File: config.mk
export PLATFORM = sky130hd
export DESIGN_NAME = psdsqrt_hs
export DESIGN_NICKNAME = d
export VERILOG_FILES = /design/src/rtl/psdsqrt_hs.sv
export SDC_FILE = /design/constraint.sdc
export NUM_CORES = 1
export LEC_CHECK = 0
export ABC_AREA = 0
export CAP_MARGIN = 10
export CORE_ASPECT_RATIO = 1.75
export CORE_MARGIN = 2
export CORE_UTILIZATION = 60
export CTS_CLUSTER_DIAMETER = 150
export DETAILED_ROUTE_END_ITERATION = 8
export PLACE_DENSITY = 0.86
export SYNTH_ARGS = -nofsm -noshare
export SYNTH_HDL_FRONTEND = slang
export SYNTH_SLANG_ARGS = --single-unit
File: constraint.sdc
create_clock -name clock -period 7.2 [get_ports clock]
set_input_delay 1.44 -clock clock [delete_from_list [all_inputs] [get_ports clock]]
set_output_delay 1.44 -clock clock [all_outputs]
set_load 0.01 [all_outputs]
File: src/rtl/psdsqrt_hs.sv
// Sequential restoring square-root unit: one result bit per clock, start/busy/done
// handshake with abort, optional round-to-nearest with saturation, and remainder output.
module psdsqrt_hs #(
    parameter int NBITSIN  = 32,
    parameter int FRACBITS = 0,
    localparam int W = NBITSIN / 2 + FRACBITS
) (
    input  logic               clock,
    input  logic               reset,
    input  logic               start,
    input  logic               round_en,
    input  logic               abort,
    input  logic [NBITSIN-1:0] xin,
    output logic               busy,
    output logic               done,
    output logic [W-1:0]       sqrt,
    output logic [W:0]         rem,
    output logic               sat
);

    localparam int XW = 2 * W;
    localparam int CW = $clog2(W);

    typedef enum logic [1:0] {IDLE, CALC, ROUND} state_t;

    state_t          state, state_n;
    logic [XW-1:0]   x_sh;
    logic [W-1:0]    q;
    logic [W:0]      pr;
    logic [CW-1:0]   cnt;
    logic            round_q;

    logic [W+1:0]    rem_sh;
    logic [W+1:0]    trial;
    logic [W+1:0]    diff;
    logic            fits;
    logic            last;
    logic            round_up;

    // Bring down the next radicand digit pair and try setting the next root bit.
    assign rem_sh   = {pr[W-1:0], x_sh[XW-1 -: 2]};
    assign trial    = {q, 2'b01};
    assign diff     = rem_sh - trial;
    assign fits     = (rem_sh >= trial);
    assign last     = (cnt == CW'(W - 1));
    assign round_up = round_q && (pr > {1'b0, q});

    // NOTE: sequential state uses non-blocking assignments so every register sees pre-edge values.
    always_ff @(posedge clock) begin
        if (!reset) state <= IDLE;
        else        state <= state_n;
    end

    // NOTE: state_n gets a default before the case so no path infers a latch.
    always_comb begin
        state_n = state;
        unique case (state)
            IDLE:  if (start) state_n = CALC;
            CALC:  if (abort) state_n = IDLE;
                   else if (last) state_n = ROUND;
            ROUND: state_n = IDLE;
            default: state_n = IDLE;
        endcase
    end

    always_ff @(posedge clock) begin
        if (!reset) begin
            busy    <= 1'b0;
            done    <= 1'b0;
            sqrt    <= '0;
            rem     <= '0;
            sat     <= 1'b0;
            x_sh    <= '0;
            q       <= '0;
            pr      <= '0;
            cnt     <= '0;
            round_q <= 1'b0;
        end else begin
            done <= 1'b0;
            unique case (state)
                IDLE: begin
                    if (start) begin
                        x_sh    <= XW'(xin) << (2 * FRACBITS);
                        q       <= '0;
                        pr      <= '0;
                        cnt     <= '0;
                        round_q <= round_en;
                        busy    <= 1'b1;
                    end
                end
                CALC: begin
                    if (abort) begin
                        busy <= 1'b0;
                    end else begin
                        x_sh <= x_sh << 2;
                        q    <= {q[W-2:0], fits};
                        pr   <= fits ? diff[W:0] : rem_sh[W:0];
                        cnt  <= cnt + 1'b1;
                    end
                end
                ROUND: begin
                    busy <= 1'b0;
                    if (!abort) begin
                        done <= 1'b1;
                        rem  <= pr;
                        // Rounding up an all-ones root cannot be represented, so clamp.
                        if (round_up && (&q)) begin
                            sqrt <= '1;
                            sat  <= 1'b1;
                        end else if (round_up) begin
                            sqrt <= q + 1'b1;
                            sat  <= 1'b0;
                        end else begin
                            sqrt <= q;
                            sat  <= 1'b0;
                        end
                    end
                end
                default: busy <= 1'b0;
            endcase
        end
    end

endmodule

==> results.ini <==
[drt]
drt_wl_total_mm=14.62
detail_route.wl_per_cell_um=17.59
detailedRoute.firstPassIterationCount=5
met2RoutedLength_mm=7.749
dr.max_layer_used=met4
route.layer.met1.wl_mm=5.451
routed-via-count=5053
first_iter_violations=275
wl_met3_um=524
detail-route-antenna-nets=0
drcViolationCount=0
dr_vias_cell=6.081

[power]
power.clock.fraction_pct=24.1
power_per_cell_area_nw_per_um2=306.1
largest_vdd_supply_drop_mv=0.1995
power_report.internal_total_mw=1.256
net-switching-power_mw=0.8035
sw_frac_of_total_pct=39.01
power_frac_seq_pct=32.2
design_power_total_mw=2.060
cellLeakagePower_nw=2.411
proportion_of_power_drawn_by_combinational_gates_pct=43.7

[setup_path]
element_type_at_the_critical_path_end=flip-flop
cp_max_fo=55
critPathRequiredTime_ns=7.49
cp.arrival_ns=3.86
cp-start-kind=input port
critical_path.startpoint=abort
criticalPathCategory=in2reg
worst_r2r_startpoint=q[2]

[timing]
final.setup.tns_ns=0
fmaxAchievable_mhz=280.7
setup_viol=0
finalCriticalPeriod_ns=3.563
worst_slew_pin_slew_ns=1.088
slew_viol_final=0
endpoints_failing_hold=0
holdWs_ns=0.4643
timing.final.ws_setup_ns=3.637
setup_repair_after_global_routing_missed_its_margin=false
finalClockSkew_ns=0.008074
layout_worst_path_cycle_share_pct=49.49
maxSlewHeadroom_pct=27.27

[finish]
fillers=733
seq_area_um2=2162
syn_to_final_growth_pct=17.45
multi_input_area_um2=3272
antenna_cells_inserted=0
end_of_flow_core_utilization_pct=71.97
final_net_count=762
drive_above_1_share_pct=7.616

[placed_design]
globalplace.congestion=1.001
port_buffers=72
preCtsSetupSlack_ns=3.292
dp_wirelength_mm=10.67

[clock_tree]
cts_resized=0
max-clock-path-buffers=2
cts_setup_buffers=0
cts_hold_repair.buffers=0
cts.htree.levels=3
cts.sink_count=108
numCtsBuffers=9
cts.clk_slew.worst_paths_ns=0.08
ctsRootBufferMaster=sky130_fd_sc_hd__clkbuf_16
clock_latency_ns=0.35
tritoncts=built

[synth]
mappedNetlistArea_um2=5729
synth_area_leader_cell=sky130_fd_sc_hd__dfxtp_1
largest_cells_by_area_after_synthesis=sky130_fd_sc_hd__dfxtp_1, sky130_fd_sc_hd__nand2_1, sky130_fd_sc_hd__a21boi_0
synthCells=662
synth_seq_area_share_pct=37.74
synth_warnings=0
postSynthAreaPerCell_um2=8.654
synthesized_netlist_net_count=720
synth_enable_flop_cells=0
ys_types=67
synth_seq_cells=108
synth-main-ff-cell=sky130_fd_sc_hd__dfxtp_1
synth-async-reset-ratio_pct=0
synth_top_area_share_pct=37.74

[floorplan]
start_util_pct=61.27
area_of_the_die_um2=10380
ios=73
placementRows=47
dieWidth_um=77.87
core_region_area_um2=9350
die_h_um=133.3

[grt]
grt_pass1_vias=4874
gr-total-overflow=0
grt_first_pass_wirelength_mm=23.37
track_usage_pct=28.41
antenna_found_initial=0
grt_max_degree=92

[min_path]
timing.hold.worst.start=x_sh[29]
hp-class=reg2reg

[flow_run]
max_cap_violations=0

[run_status]
outcome=finished, final reports clean

-- synth_stat cells (all sizes together) (3+ instances only) --
| cell | count |
|---|---|
| a21boi | 51 |
| a21o | 3 |
| a21oi | 35 |
| a22oi | 48 |
| buf | 14 |
| clkbuf | 31 |
| dfxtp | 108 |
| ha | 21 |
| inv | 25 |
| mux2i | 14 |
| nand2 | 104 |
| nand2b | 3 |
| nand3 | 8 |
| nand4 | 12 |
| nor2 | 21 |
| nor2b | 26 |
| nor3 | 13 |
| nor3b | 4 |
| nor4 | 12 |
| o211ai | 3 |
| o21a | 4 |
| o21ai | 36 |
| o31ai | 4 |
| or3 | 6 |
| xnor2 | 20 |
| xor2 | 5 |
-- power by group through the flow --
stage               Sequential (mW)  Combinational (mW)  Clock [mW]
detailed placement            0.676               0.886           0
CTS                           0.662               0.889       0.499
floorplan                     0.659               0.731           0
finish                        0.664               0.900       0.496
global route                  0.665               0.968       0.521
global placement              0.674               0.877           0
-- stage by stage --
stage | cells | instance area [µm²]
finish | 831 | 6729
global placement | 815 | 6426
global route | 831 | 6729
floorplan | 662 | 5729
detailed placement | 815 | 6426
CTS | 831 | 6729
-- flip-flops by register name, summed over array words and instances (netlist names) --
signal,cells
sqrt,16
state,2
rem,17
q,16
done,1
sat,1
cnt,4
round_q,1
pr,17
x_sh,32
busy,1
-- worst max-delay path, stage by stage --
cell,delay [ns]
sky130_fd_sc_hd__clkdlybuf4s50_1,0.48
sky130_fd_sc_hd__nor3b_2,0.19
sky130_fd_sc_hd__buf_4,0.51
sky130_fd_sc_hd__nand2_1,0.50
sky130_fd_sc_hd__or4_1,0.65
sky130_fd_sc_hd__nand2_1,0.07
-- final cells by class --
type / count / area share [%]
multi-input combinational: 484 / 48.62
sequential: 108 / 32.13
timing repair buffer: 76 / 11.08
clock buffer: 10 / 3.552
tap: 122 / 2.268
inverter: 25 / 1.395
clock inverter: 6 / 0.9483
-- metal layers --
metal	up-vias	global-route usage [%]
met5	-	0
met4	0	18.35
met3	45	4.539
met2	156	50.62
met1	2422	30.44
li1	2430	-
-- cells by family (layout without fill, tap and decap cells) --
family	Yosys count	after routing	synth area share (%)
AO/OA/AOI/OAI	201	201	25.66
multiplexers	15	15	2.708
adder cells (fa/ha/maj)	21	21	4.586
buffers and inverters	70	117	5.547
flip-flops	108	108	37.74
AND/OR/NAND/NOR	222	222	19.94
XOR/XNOR	25	25	3.822
-- worst paths after layout --
check	to	slack (ns)	cells past startpoint
worst max register to register	pr[12]	3.85	9
worst min-delay path	x_sh[29]	0.46	2
worst max-delay path	pr[14]	3.64	6
worst min register to register	x_sh[29]	0.46	2
-- layout by cell type, fill, tap and decap left out, types with 14 or more instances in the layout --
master                              n
sky130_fd_sc_hd__nor2_1            19
sky130_fd_sc_hd__a21oi_1           26
sky130_fd_sc_hd__nand2_1          104
sky130_fd_sc_hd__clkdlybuf4s50_1   71
sky130_fd_sc_hd__mux2i_1           14
sky130_fd_sc_hd__o21ai_0           22
sky130_fd_sc_hd__dfxtp_1          108
sky130_fd_sc_hd__xnor2_1           20
sky130_fd_sc_hd__ha_1              21
sky130_fd_sc_hd__nor2b_1           26
sky130_fd_sc_hd__inv_1             24
sky130_fd_sc_hd__a21boi_0          49
sky130_fd_sc_hd__a22oi_1           48
(Power assumes the default switching activity.)
